## src/rtl/preif_fetch_ctrl.sv

```systemverilog
// Instruction-fetch front end: issues in-order SRAM reads, tracks outstanding
// responses and buffers up to two fetched instructions for the decode stage.
module preif_fetch_ctrl #(
  parameter logic [31:0] RESET_PC = 32'hbfc00000
) (
  input  logic        clk,
  input  logic        reset,
  input  logic        flush,
  input  logic [31:0] flush_target,
  input  logic        br_taken,
  input  logic [31:0] br_target,
  input  logic        fs_allowin,
  output logic        fs_valid,
  output logic [31:0] fs_pc,
  output logic [31:0] fs_inst,
  output logic        inst_sram_req,
  output logic        inst_sram_wr,
  output logic [1:0]  inst_sram_size,
  output logic [3:0]  inst_sram_wstrb,
  output logic [31:0] inst_sram_addr,
  output logic [31:0] inst_sram_wdata,
  input  logic        inst_sram_addr_ok,
  input  logic        inst_sram_data_ok,
  input  logic [31:0] inst_sram_rdata
);

  logic        req_q, stale;
  logic [31:0] addr_q, next_pc;
  logic [1:0]  oc, bc, dc;
  logic [31:0] pcq [2];
  logic [31:0] fq_pc [2];
  logic [31:0] fq_inst [2];

  logic        req_n, stale_n;
  logic [31:0] addr_n, next_pc_n;
  logic [1:0]  oc_n, bc_n, dc_n;
  logic [31:0] pcq_n [2];
  logic [31:0] fq_pc_n [2];
  logic [31:0] fq_inst_n [2];

  logic        accept, redirect, drop, push, pop;
  logic [31:0] target;
  logic [1:0]  pcq_wr, fq_wr;

  assign accept   = req_q & inst_sram_addr_ok;
  assign redirect = flush | br_taken;
  assign target   = flush ? flush_target : br_target;
  assign drop     = inst_sram_data_ok & (dc != 2'd0);
  assign push     = inst_sram_data_ok & ~drop & ~redirect;
  assign pop      = (bc != 2'd0) & fs_allowin & ~redirect;

  always_comb begin
    oc_n   = oc + 2'(accept) - 2'(inst_sram_data_ok);
    pcq_wr = oc - 2'(inst_sram_data_ok);
    fq_wr  = bc - 2'(pop);

    pcq_n[0] = pcq[0];
    pcq_n[1] = pcq[1];
    if (inst_sram_data_ok) pcq_n[0] = pcq[1];
    if (accept) pcq_n[pcq_wr[0]] = addr_q;

    fq_pc_n[0]   = fq_pc[0];
    fq_pc_n[1]   = fq_pc[1];
    fq_inst_n[0] = fq_inst[0];
    fq_inst_n[1] = fq_inst[1];
    if (pop) begin
      fq_pc_n[0]   = fq_pc[1];
      fq_inst_n[0] = fq_inst[1];
    end
    if (push) begin
      fq_pc_n[fq_wr[0]]   = pcq[0];
      fq_inst_n[fq_wr[0]] = inst_sram_rdata;
    end

    bc_n = redirect ? 2'd0 : bc + 2'(push) - 2'(pop);
    // On redirect every request still in flight after this edge is garbage.
    dc_n = redirect ? oc_n : dc - 2'(drop) + 2'(accept & stale);
    stale_n   = redirect ? (req_q & ~accept) : (stale & ~accept);
    next_pc_n = redirect ? target : ((accept & ~stale) ? next_pc + 32'd4 : next_pc);

    req_n  = req_q & ~accept;
    addr_n = addr_q;
    if (!req_q && (({1'b0, oc} + {1'b0, bc}) < 3'd2)) begin
      req_n  = 1'b1;
      addr_n = redirect ? target : next_pc;
    end
  end

  always_ff @(posedge clk or posedge reset) begin
    if (reset) begin
      req_q      <= 1'b0;
      stale      <= 1'b0;
      addr_q     <= RESET_PC;
      next_pc    <= RESET_PC;
      oc         <= 2'd0;
      bc         <= 2'd0;
      dc         <= 2'd0;
      pcq[0]     <= 32'd0;
      pcq[1]     <= 32'd0;
      fq_pc[0]   <= 32'd0;
      fq_pc[1]   <= 32'd0;
      fq_inst[0] <= 32'd0;
      fq_inst[1] <= 32'd0;
    end else begin
      req_q      <= req_n;
      stale      <= stale_n;
      addr_q     <= addr_n;
      next_pc    <= next_pc_n;
      oc         <= oc_n;
      bc         <= bc_n;
      dc         <= dc_n;
      pcq[0]     <= pcq_n[0];
      pcq[1]     <= pcq_n[1];
      fq_pc[0]   <= fq_pc_n[0];
      fq_pc[1]   <= fq_pc_n[1];
      fq_inst[0] <= fq_inst_n[0];
      fq_inst[1] <= fq_inst_n[1];
    end
  end

  assign inst_sram_req   = req_q;
  assign inst_sram_addr  = addr_q;
  assign inst_sram_wr    = 1'b0;
  assign inst_sram_size  = 2'd2;
  assign inst_sram_wstrb = 4'h0;
  assign inst_sram_wdata = 32'd0;
  assign fs_valid        = (bc != 2'd0);
  assign fs_pc           = fq_pc[0];
  assign fs_inst         = fq_inst[0];

endmodule

```

## config.mk

```make
export PLATFORM = sky130hd
export DESIGN_NAME = preif_fetch_ctrl
export DESIGN_NICKNAME = d
export VERILOG_FILES = /design/src/rtl/preif_fetch_ctrl.sv
export SDC_FILE = /design/constraint.sdc
export NUM_CORES = 1
export LEC_CHECK = 0
export CAP_MARGIN = 20
export CORE_UTILIZATION = 62
export CTS_BUF_LIST = sky130_fd_sc_hd__clkbuf_16
export DETAILED_ROUTE_END_ITERATION = 10
export DONT_BUFFER_PORTS = 1
export PLACE_DENSITY = 0.8
export SKIP_CTS_REPAIR_TIMING = 1
export SLEW_MARGIN = 20
export SYNTH_ARGS = -nofsm -noshare
export SYNTH_HDL_FRONTEND = slang
export SYNTH_SLANG_ARGS = --single-unit
```

## constraint.sdc

```tcl
create_clock -name clk -period 9.5 [get_ports clk]
set_clock_uncertainty 0.2 [all_clocks]
set_input_delay 0 -clock clk [delete_from_list [all_inputs] [get_ports clk]]
set_output_delay 0 -clock clk [all_outputs]
set_load 0.01 [all_outputs]
```

==> results of run 1 <==
## worst max-delay path by stage
| stage | from | endpoint | slack, ns | cells after the start |
|---|---|---|---|---|
| floorplan | reset | asynchronous set/reset pin | 2.06 | 1 |
| global placement | bc[0] | inst_sram_addr[1] | 6.86 | 4 |
| detailed placement | oc[1] | inst_sram_addr[2] | 6.78 | 4 |
| CTS | oc[1] | inst_sram_addr[2] | 6.76 | 4 |
| global route | bc[1] | fs_inst[18] | 6.16 | 8 |
| finish | bc[1] | fs_inst[18] | 6.39 | 8 |
## logic make-up after synthesis
kind of cell	after synthesis	share of synthesized area, %
mux	206	17.08
other cells	2	0.05860
fa+ha+maj	7	0.7420
compound gates	260	11.51
simple gates	227	8.533
xor+xnor	18	1.230
buf+inv	187	9.118
flops	264	51.72
## cells in the final DEF, fill, tap and decap left out, types with 19 or more instances in the layout
cell           count
mux2_1            26
nor2_1            76
inv_1             22
dfrtp_1          246
conb_1            39
o21ai_0           75
mux2_2            76
dlygate4sd3_1    138
mux2i_1          104
clkbuf_16         27
nand2_1           88
a21oi_1          112
a22oi_1           19
## where the power goes
| part | internal (mW) | switching, mW |
|---|---|---|
| Sequential | 1.51 | 0.458 |
| Clock | 0.564 | 0.416 |
| Combinational | 0.375 | 0.389 |
| Total | 2.45 | 1.26 |
## metal layers
metal,wire length [microns],vias up,share of wire (%),GRT usage (%)
met4,916,0,3.1,5.526
met3,2537,82,8.5,7.085
met1,12160,4425,41,34.77
li1,-,4054,-,-
met5,0,-,0,0
met2,14300,428,48,38.40
## layout make-up
| type | instances | area [sq um] | share of cell area (%) |
|---|---|---|---|
| Inverter | 15 | 63.81 | 0.4390 |
| Clock buffer | 27 | 675.6 | 4.648 |
| Clock inverter | 20 | 133.9 | 0.9211 |
| Sequential cell | 264 | 6629 | 45.61 |
| Timing Repair Buffer | 151 | 1515 | 10.42 |
| Tap cell | 270 | 337.8 | 2.324 |
| Multi-Input combinational cell | 757 | 5180 | 35.64 |
## metrics by stage
step                      cell area, sq um  instances  power (mW)  hold slack, ns
final                                14540       1504       3.715        -0.09336
after CTS                            13100       1364       3.652         -0.6583
after global routing                 14540       1504       3.926       0.0007178
after global placement               12290       1317       2.606         -0.1177
after floorplan                      12950       1208       2.612         -0.1093
after detailed placement             12290       1317       2.664         -0.1030
## worst register-to-register path: cells and delay by family, from the launching register on
family	cells	cell delay [ns]
buffers and inverters	3	1.66
and+or+nand+nor	3	0.45
DFF	1	0.39
AOI/OAI and AO/OA	1	0.21
muxes	1	0.13
==> results.tsv, run 1 <==
stage	metric	value	unit
cts	cts_buffers	27	
cells_and_area	syn2layout_area_growth	13.41	%
outcome	status	finished, violations left	
timing	fin_crit_sh	32.75	%
place	place_congestion	0.9173	
synth	syn_area	0.01282	sq mm
job	maxCapViolations	0	
route	drt-wirelength-per-cell	19.88	microns
global_routing	grt_pass1_vias	7787	
critical_path	critPathKind	register to register	
synth	async_reset_ff_share	100.0	%
floorplan	core	0.02023	sq mm
pwr	powerDensity	255.6	mW/mm^2
critical_path	cp-start-kind	register	
floorplan	fp.dieW	145.8	microns
synth	yosys_register_bits	264	
critical_path	r2r-end	fs_inst[18]	
cts	cts_tree	done	
synth	synth_flop_cell	dfrtp_1	
route	drtAntennaViolNets	0	
pwr	peakVddDrop	171.3	uV
critical_path	worstRegToRegCells	8	
cts	cts-root-buf	clkbuf_16	
timing	rsz0062_at_grt	no	
timing	max_freq	321.4	MHz
cells_and_area	nFillCells	1361	
place	place_hpwl	16950	microns
critical_path	slowest_delay	0.80	ns
timing	slew_headroom	34.95	%
synth	synthTopCellsByCount	dfrtp_1 (246), a21oi_1 (112), buf_4 (104), mux2i_1 (104), nand2_1 (88)	
place	place_ws	6.777	ns
floorplan	io_pins	240	
cells_and_area	n_antenna_cell	0	
synth	synth_edf_count	0	
route	firstDrtPassIters	5	
critical_path	worst-endpoint-required	9.73	ns
synth	yosysWarnings	0	
cells_and_area	utilization	71.83	%
timing	report.final.hold_viol_count	23	
global_routing	grt_pass1_wl	42540	microns
outcome	violations	hold timing	
synth	synth.largest_area_cell	dfrtp_1	
critical_path	endpoint_kind	register	
critical_path	path_buf_inv	3	
critical_path	cp_common_cell	buf_4	
timing	drv_slew	0	
critical_path	rr_startpoint	bc[1]	
route	via_per_inst	5.977	
timing	tightest_slew	0.9758	ns
floorplan	rows	52	
cts	clk_latency	0.52	ns
place	port_buffers	0	
critical_path	crit_chain	nor2b_1 -> mux2i_1 -> nand4_1 -> dlygate4sd3_1 -> buf_4 -> buf_4 -> nor2_1 -> a21oi_1	
critical_path	crit_arrival	3.34	ns
synth	netlist_instances	1171	
synth	synth.top_cell.area_share	48.03	%
route	dr_total_vias	8989	
critical_path	cpLargestDelayFamily	buffers and inverters	
timing	setup_ws	6.389	ns
route	wirelength	29910	microns
synth	synthTopCellsByArea	dfrtp_1 (48%), mux2i_1 (8.1%), mux2_2 (6.7%)	
global_routing	overflow	0	
timing	whs	-0.09336	ns
floorplan	die-area	0.02125	sq mm
synth	syn_area_per_cell	10.94	sq um
global_routing	antenna_found_initial	0	
global_routing	grtUsageTotal	24.77	%
route	drt_iter0_markers	591	
cts	cts_max_level	1	
pwr	leakage	6.461	nW
cts	cts_buffer_depth	3	
cells_and_area	layout-drive-gt1-share	13.05	%
global_routing	grt_max_degree	132	
floorplan	die_height	145.8	microns
cts	clock_sinks	264	
cts	cts.clk_slew.worst_paths	0.06	ns
timing	setup_viol	0	
synth	yosysSeqAreaShare	51.72	%
synth	yosysMostFrequentCell	dfrtp_1	
floorplan	start_util	63.34	%
synth	synth_cell_types	59	
min_path	hold_path.class	input pin to asynchronous set/reset pin	
critical_path	reg2reg_slack	6.39	ns
critical_path	crit_fanout	97	
timing	min_period	3.111	ns
critical_path	cpMaxStageDelayCell	buf_4	
route	drc_errors	0	
cells_and_area	nets	1326	
timing	fin_tns_setup	0	ns
Power figures use the tool's default switching activity.
==> run 2, diff against run 1 <==
--- a/config.mk
+++ b/config.mk
@@ -5,6 +5,7 @@
 export SDC_FILE = /design/constraint.sdc
 export NUM_CORES = 1
 export LEC_CHECK = 0
+export ABC_AREA = 1
 export CAP_MARGIN = 20
 export CORE_UTILIZATION = 62
 export CTS_BUF_LIST = sky130_fd_sc_hd__clkbuf_16
==> constraint.sdc (replaced) <==
create_clock -name clk -period 3.1 [get_ports clk]
set_clock_uncertainty 0.2 [all_clocks]
set_input_delay 0 -clock clk [delete_from_list [all_inputs] [get_ports clk]]
set_output_delay 0 -clock clk [all_outputs]
set_load 0.01 [all_outputs]
==> run 2 against run 1 <==
  * Combinational power rose to 3.7 times the previous value
  * Die area up 5.2%
  * Area after synthesis up 5.3%
  * The flow still finishes with violations (hold timing)
  * Clock power rose to 3.1 times the previous value
  * Final area up 4.1%
  * Sequential power rose to 3.0 times the previous value
  * Cell count up 33%
  * Via count up 24%
==> results.tsv, run 2 <==
stage	metric	value	unit	change
pwr	leakage	7.076	nW	+9.5%
min_path	hold_depth	3		
route	drt-wirelength-per-cell	16.87	microns	-15%
critical_path	endpoint_kind	register		
route	dr_total_vias	11120		+24%
global_routing	antenna_found_initial	1		+1
timing	whs	-0.01116	ns	+0.08219 ns
place	place_ws	0.6822	ns	-6.095 ns
place	port_buffers	0		unchanged
critical_path	crit_fanout	56		-42%
place	place_hpwl	20590	microns	+21%
pwr	sequentialPowerShare	50.3	%	-2.8 points
floorplan	die_height	149.5	microns	+2.6%
cts	cts_buffer_depth	3		unchanged
critical_path	reg2reg_slack	0.24	ns	-6.15 ns
synth	synthMuxAreaShare	0	%	-17 points
cells_and_area	nets	1811		+37%
pwr	power_switching	4.288	mW	+240%
synth	synth_compound_area_share	14.44	%	+2.9 points
route	drtAntennaViolNets	0		unchanged
synth	synth_top_family_by_area	simple AND/OR/NAND/NOR gates		
floorplan	start_util	63.78	%	+0.44 points
synth	async_reset_ff_share	100.0	%	unchanged
synth	yosysWarnings	0		unchanged
place	place_congestion	0.9066		-1.2%
floorplan	die-area	0.02235	sq mm	+5.2%
critical_path	critPathKind	register to register		
cts	clock_sinks	264		unchanged
cts	cts_max_level	1		unchanged
synth	yosys_register_bits	264		unchanged
pwr	peakVddDrop	396.0	uV	+130%
critical_path	cpMaxStageDelayCell	dlygate4sd3_1		
synth	synth_edf_count	0		unchanged
cts	cts_buffers	28		+3.7%
timing	min_period	2.859	ns	-0.2526 ns
synth	netlist_instances	1680		+43%
timing	setup_ws	0.2412	ns	-6.147 ns
critical_path	crit_chain	inv_2 -> nand2_2 -> nand3_4 -> xor2_4 -> buf_4 -> nor2_8 -> buf_12 -> nand2_1 -> dlygate4sd3_1 -> o21ai_0		
timing	drv_slew	0		unchanged
min_path	hold_path.class	input pin to register		
pwr	switching_share	36.26	%	+2.3 points
min_path	hold_path_startpoint	inst_sram_rdata[26]		
synth	synth_flop_cell	dfrtp_1		
timing	rsz0062_at_grt	no		
critical_path	slowest_delay	0.55	ns	-0.25 ns
place	placed_cell_area	0.01302	sq mm	+5.9%
synth	yosysSeqAreaShare	49.13	%	-2.6 points
outcome	status	finished, violations left		
outcome	violations	hold timing		
cts	cts-root-buf	clkbuf_16		
min_path	whs_endpoint	fs_inst[26]		
synth	syn_area_per_cell	8.031	sq um	-27%
global_routing	grt_pass1_vias	9879		+27%
cts	cts.clk_slew.worst_paths	0.06	ns	about the same
pwr	power_frac_comb	23.8	%	+3.2 points
cts	cts_tree	done		
cells_and_area	fin_area	0.01513	sq mm	+4.1%
floorplan	rows	53		+1.9%
pwr	p_int	7.538	mW	+210%
floorplan	io_pins	240		unchanged
route	drt_iter0_markers	819		+39%
synth	synthAdderAreaFrac	0.7048	%	-0.037 points
cells_and_area	syn2layout_area_growth	12.13	%	
cells_and_area	layout_common_cells	nand2_1 (376), o21ai_0 (261), dfrtp_1 (246), nor2_1 (182), inv_1 (131)		
global_routing	grtUsageTotal	28.12	%	+3.3 points
timing	setup_viol	0		unchanged
synth	synthTopCellsByArea	dfrtp_1 (46%), nand2_1 (10%), o21ai_0 (9.7%)		
pwr	powerDensity	781.8	mW/mm^2	+210%
floorplan	core	0.02115	sq mm	+4.5%
critical_path	worstRegToRegCells	10		+2
critical_path	rr_startpoint	bc[0]		
synth	yosysMostFrequentCell	nand2_1		
job	maxCapViolations	0		unchanged
synth	synth.largest_area_cell	dfrtp_1		
route	via_per_inst	5.567		-6.9%
critical_path	worst-endpoint-required	3.29	ns	-6.44 ns
synth	synth_simple_gate_area_share	22.61	%	+14 points
timing	tightest_slew	1.057	ns	+0.08103 ns
global_routing	overflow	0		unchanged
synth	synth_xor_xnor_area_share	0.7234	%	-0.51 points
synth	syn_area	0.01349	sq mm	+5.3%
route	firstDrtPassIters	8		+3
floorplan	fp.dieW	149.5	microns	+2.6%
route	drc_errors	0		unchanged
critical_path	r2r-end	fs_inst[5]		
global_routing	grt_pass1_wl	50210	microns	+18%
timing	fin_crit_sh	92.22	%	+59 points
timing	report.final.hold_viol_count	2		-91%
timing	fin_tns_setup	0	ns	unchanged
cells_and_area	nFillCells	1596		+17%
pwr	clkPwrFrac	25.9	%	-0.5 points
cts	clk_latency	0.53	ns	about the same
critical_path	cp-start-kind	register		
global_routing	grt_max_degree	97		-27%
cells_and_area	layout-drive-gt1-share	8.420	%	-4.6 points
timing	slew_headroom	29.55	%	-5.4 points
cells_and_area	final_common_cell	nand2_1		
critical_path	crit_arrival	3.05	ns	-0.29 ns
synth	synth.top_cell.area_share	45.63	%	-2.4 points
critical_path	crit_start	bc[0]		
synth	synth_cell_types	39		-34%
synth	synthTopCellsByCount	nand2_1 (376), o21ai_0 (261), dfrtp_1 (246)		
route	wirelength	33700	microns	+13%
timing	max_freq	349.8	MHz	+8.8%
[run 2: layout make-up]
type                    instances  area [sq um]  share of cell area [%]
clock inverters                22         113.9                  0.7526
inverters                     125         473.0                   3.126
multi-input cells            1133          5346                   35.34
clock buffers                  29         725.7                   4.797
well taps                     275         344.1                   2.274
diodes                          1         2.502                 0.01654
flip-flops and latches        264          6629                   43.82
repair buffers                149          1494                   9.875
[run 2: routing by layer]
metal,up-vias,global-route usage [%],part of all wire [%]
li1,5318,-,-
met1,5268,37.24,41
met2,464,46.04,48
met3,73,5.854,7.8
met4,0,9.337,2.9
met5,-,0,0
[run 2: per-stage QoR]
stage	instances	hold WS [ns]	util [%]	power (mW)
5_1_grt	1998	0.01748	71.51	12.60
4_1_cts	1871	-0.9561	65.49	11.63
3_5_place_dp	1820	-0.4046	61.52	8.527
6_report	1998	-0.01116	71.51	11.83
3_3_place_gp	1820	-0.4019	61.52	8.368
2_1_floorplan	1717	-0.1036	-	8.202
[run 2: logic make-up (layout without fill, tap and decap cells)]
family / Yosys count / in the layout
xor+xnor: 9 / 9
fa+ha+maj: 7 / 7
buf+inv: 320 / 325
other cells: 2 / 40
simple gates: 714 / 714
flops: 264 / 264
compound gates: 364 / 364
[run 2: worst max path at each step]
stage,cells after the start,endpoint,slack [ns]
detailed placement,6,register,0.68
global route,10,fs_inst[3],0.12
CTS,6,register,0.64
finish,10,fs_inst[5],0.24
global placement,7,register,0.80
floorplan,1,asynchronous set/reset pin,-0.57
[run 2: power groups by stage]
stage | combinational [mW] | sequential [mW] | clock [mW]
CTS | 2.61 | 5.92 | 3.10
detailed placement | 2.56 | 5.96 | 0
finish | 2.82 | 5.94 | 3.06
global route | 3.25 | 6.08 | 3.27
floorplan | 2.83 | 5.37 | 0
global placement | 2.45 | 5.92 | 0
[run 2: worst max-delay path, delay by kind of cell (launching register included)]
| family | cells | cell delay, ns |
|---|---|---|
| AND/OR/NAND/NOR | 4 | 0.53 |
| flip-flops | 1 | 0.38 |
| XOR/XNOR | 1 | 0.24 |
| buffers and inverters | 4 | 1.24 |
| AO/OA/AOI/OAI | 1 | 0.10 |
==> run 3, diff against run 2 <==
--- a/config.mk
+++ b/config.mk
@@ -6,12 +6,12 @@
 export NUM_CORES = 1
 export LEC_CHECK = 0
 export ABC_AREA = 1
+export BUFFER_PORTS_ARGS = -buffer_cell sky130_fd_sc_hd__clkbuf_2
 export CAP_MARGIN = 20
-export CORE_UTILIZATION = 62
+export CORE_UTILIZATION = 57
 export CTS_BUF_LIST = sky130_fd_sc_hd__clkbuf_16
 export DETAILED_ROUTE_END_ITERATION = 10
-export DONT_BUFFER_PORTS = 1
-export PLACE_DENSITY = 0.8
+export PLACE_DENSITY = 0.83
 export SKIP_CTS_REPAIR_TIMING = 1
 export SLEW_MARGIN = 20
 export SYNTH_ARGS = -nofsm -noshare
==> constraint.sdc (replaced) <==
create_clock -name clk -period 3.2 [get_ports clk]
set_clock_uncertainty 0.2 [all_clocks]
set_input_delay 0 -clock clk [delete_from_list [all_inputs] [get_ports clk]]
set_output_delay 0 -clock clk [all_outputs]
set_load 0.01 [all_outputs]
==> run 3 against run 2 <==
  * The run still ends with hold timing left
  * Wire length grew 3.8%
  * Sequential power shrank 9.6%
  * Combinational power grew 32%
  * Core utilization shrank 1.6 points
  * Power grew 4.0%
  * First-iteration DRC count grew 26%
  * Global-route usage shrank 1.7 points
  * Cell count grew 11%
  * Sequential share of layout area shrank 2.4 points
  * Clock-buffer cell count shrank 2
  * Non-clock buffer count grew 179
  * Die area grew 8.7%
  * Highest routed layer unchanged
==> results.tsv, run 3 (synthesis gave the netlist of run 2 again) <==
stage	metric	value	unit	change
cells_and_area	seqCellArea	0.006629	sq mm	unchanged
critical_path	crit_arrival	3.14	ns	+0.09 ns
route	dr_total_vias	11850		+6.5%
floorplan	fp.dieW	155.9	microns	+4.2%
outcome	violations	hold timing		
critical_path	crit_fanout	67		+20%
cells_and_area	final_common_cell	nand2_1		
place	place_congestion	0.9565		+5.5%
cells_and_area	nFillCells	1742		+9.1%
pwr	power	12.30	mW	+4.0%
timing	report.final.hold_viol_count	33		+31
critical_path	crit_chain	dlygate4sd3_1 -> clkbuf_2 -> nor2_4 -> dlygate4sd3_1 -> nand3_2 -> inv_2 -> nand2_2 -> buf_4 -> nand2_1 -> o21ai_0		
route	drc_errors	0		unchanged
timing	min_period	2.972	ns	
floorplan	core	0.02292	sq mm	+8.3%
critical_path	critPathKind	input pin to register		
pwr	sequentialPowerShare	43.6	%	-6.7 points
cells_and_area	layout_common_cells	nand2_1 (376), o21ai_0 (261), dfrtp_1 (246), clkbuf_2 (200), nor2_1 (182)		
floorplan	start_util	58.88	%	-4.9 points
place	port_buffers	200		+200
timing	rsz0062_at_grt	no		
route	via_per_inst	5.356		-3.8%
global_routing	grtUsageTotal	26.41	%	-1.7 points
timing	drv_slew	0		unchanged
pwr	power_frac_comb	30.1	%	+6.3 points
route	drt_iter0_markers	1034		+26%
critical_path	slowest_delay	0.72	ns	+0.17 ns
outcome	status	finished, violations left		
timing	slew_headroom	29.69	%	+0.14 points
pwr	power_switching	4.394	mW	+2.5%
cells_and_area	n_antenna_cell	0		-1
floorplan	rows	55		+3.8%
timing	max_freq	336.5	MHz	
critical_path	cp-start-kind	input pin		
global_routing	grt_max_degree	80		-18%
global_routing	overflow	0		unchanged
cts	cts_tree	done		
critical_path	worst-endpoint-required	3.37	ns	+0.08 ns
route	firstDrtPassIters	5		-3
timing	setup_viol	0		unchanged
route	drt-wirelength-per-cell	15.82	microns	-6.2%
critical_path	endpoint_kind	register		
critical_path	path_buf_inv	5		+1
cells_and_area	layout-drive-gt1-share	18.22	%	+9.8 points
route	drtAntennaViolNets	0		unchanged
cells_and_area	syn2layout_area_growth	18.74	%	
cts	cts_buffers	27		-3.6%
critical_path	cpLargestDelayFamily	buffers and inverters		
pwr	clkPwrFrac	26.3	%	+0.4 points
global_routing	antenna_found_initial	0		-1
critical_path	cp_common_cell	dlygate4sd3_1		
min_path	hold_path.class	input pin to register		
cells_and_area	utilization	69.91	%	-1.6 points
place	dp.cells	2055		+13%
cells_and_area	nets	1989		+9.8%
pwr	powerDensity	767.8	mW/mm^2	-1.8%
cts	cts.clk_slew.worst_paths	0.06	ns	about the same
critical_path	cpMaxStageDelayCell	dlygate4sd3_1		
job	maxCapViolations	0		unchanged
cts	cts-root-buf	clkbuf_16		
place	place_hpwl	21740	microns	+5.6%
cts	clock_sinks	264		unchanged
timing	fin_crit_sh	92.87	%	
floorplan	io_pins	240		unchanged
cells_and_area	multiInputGateArea	0.005341	sq mm	about the same
pwr	switching_share	35.72	%	-0.54 points
floorplan	die-area	0.02429	sq mm	+8.7%
route	wirelength	34990	microns	+3.8%
global_routing	grt_pass1_vias	10420		+5.4%
floorplan	die_height	155.9	microns	+4.2%
pwr	peakVddDrop	401.7	uV	+1.4%
timing	tightest_slew	1.055	ns	-0.002168 ns
cells_and_area	instances_no_fill	2212		+11%
cts	cts_max_level	1		unchanged
pwr	p_int	7.906	mW	+4.9%
cts	clk_latency	0.53	ns	about the same
pwr	leakage	7.866	nW	+11%
timing	whs	-0.1055	ns	-0.09435 ns
global_routing	grt_pass1_wl	51970	microns	+3.5%
cts	cts_buffer_depth	3		unchanged
run 3: cell types whose count changed in the layout (fill, tap and decap cells not counted), moves of 2 or more:
cell           before  now
clkinvlp_4          1    3
bufinv_16           1    5
buf_4              19   16
clkbuf_16          29   27
inv_1             131  125
clkbuf_2            0  200
dlygate4sd3_1     125  108
run 3: power groups by stage:
stage / registers [mW] / logic (mW) / clock network, mW
after floorplan: 5.20 / 2.74 / 0
after global placement: 5.33 / 3.34 / 0
after detailed placement: 5.37 / 3.47 / 0
after CTS: 5.32 / 3.52 / 3.26
after global routing: 5.48 / 4.14 / 3.39
final: 5.37 / 3.71 / 3.23
run 3: path summary, 6_finish.rpt:
check                               from                         end  slack (ns)  depth (start not counted)
max                                flush                    register        0.23                         10
min                        br_target[21]                 next_pc[21]       -0.11                          9
max reg2reg                        bc[0]                    register        0.56                          8
min reg2reg                     register                    register        0.26                          2
max in group asynchronous          reset          inst_sram_addr[22]        1.93                          4
min in group asynchronous          reset  asynchronous set/reset pin       -0.04                          3
run 3: worst reg2reg max path: stages (launching register included):
cell and delay [ns]:
dfrtp_1 0.41, inv_2 0.10, nand2_2 0.12, nand3_4 0.10, xor2_4 0.21, nand2_2 0.45, buf_4 0.63, nand2_1 0.16
o21ai_0 0.15
run 3: final cells by class:
cell class                 instances  area share, %
tap                              313          2.445
inverter                         125          2.952
timing repair buffer             328          14.25
clock inverter                    22          1.421
multi-input combinational       1133          33.34
sequential                       264          41.38
clock buffer                      27          4.217
run 3: metal layers:
metal	vias to the layer above	share of wire [%]	GRT usage (%)
li1	5652	-	-
met1	5580	42	36.88
met2	544	49	43.03
met3	71	7.4	3.972
met4	0	2.2	7.236
met5	-	0	0
run 3: stage by stage:
stage / worst slack, ns / setup TNS (ns) / instance area, sq um
after global routing: 0.07718 / 0 / 16020
after floorplan: -0.4688 / -115.33 / 13630
final: 0.2282 / 0 / 16020
after global placement: 0.8275 / 0 / 14040
after CTS: 0.5552 / 0 / 14940
after detailed placement: 0.6776 / 0 / 14040
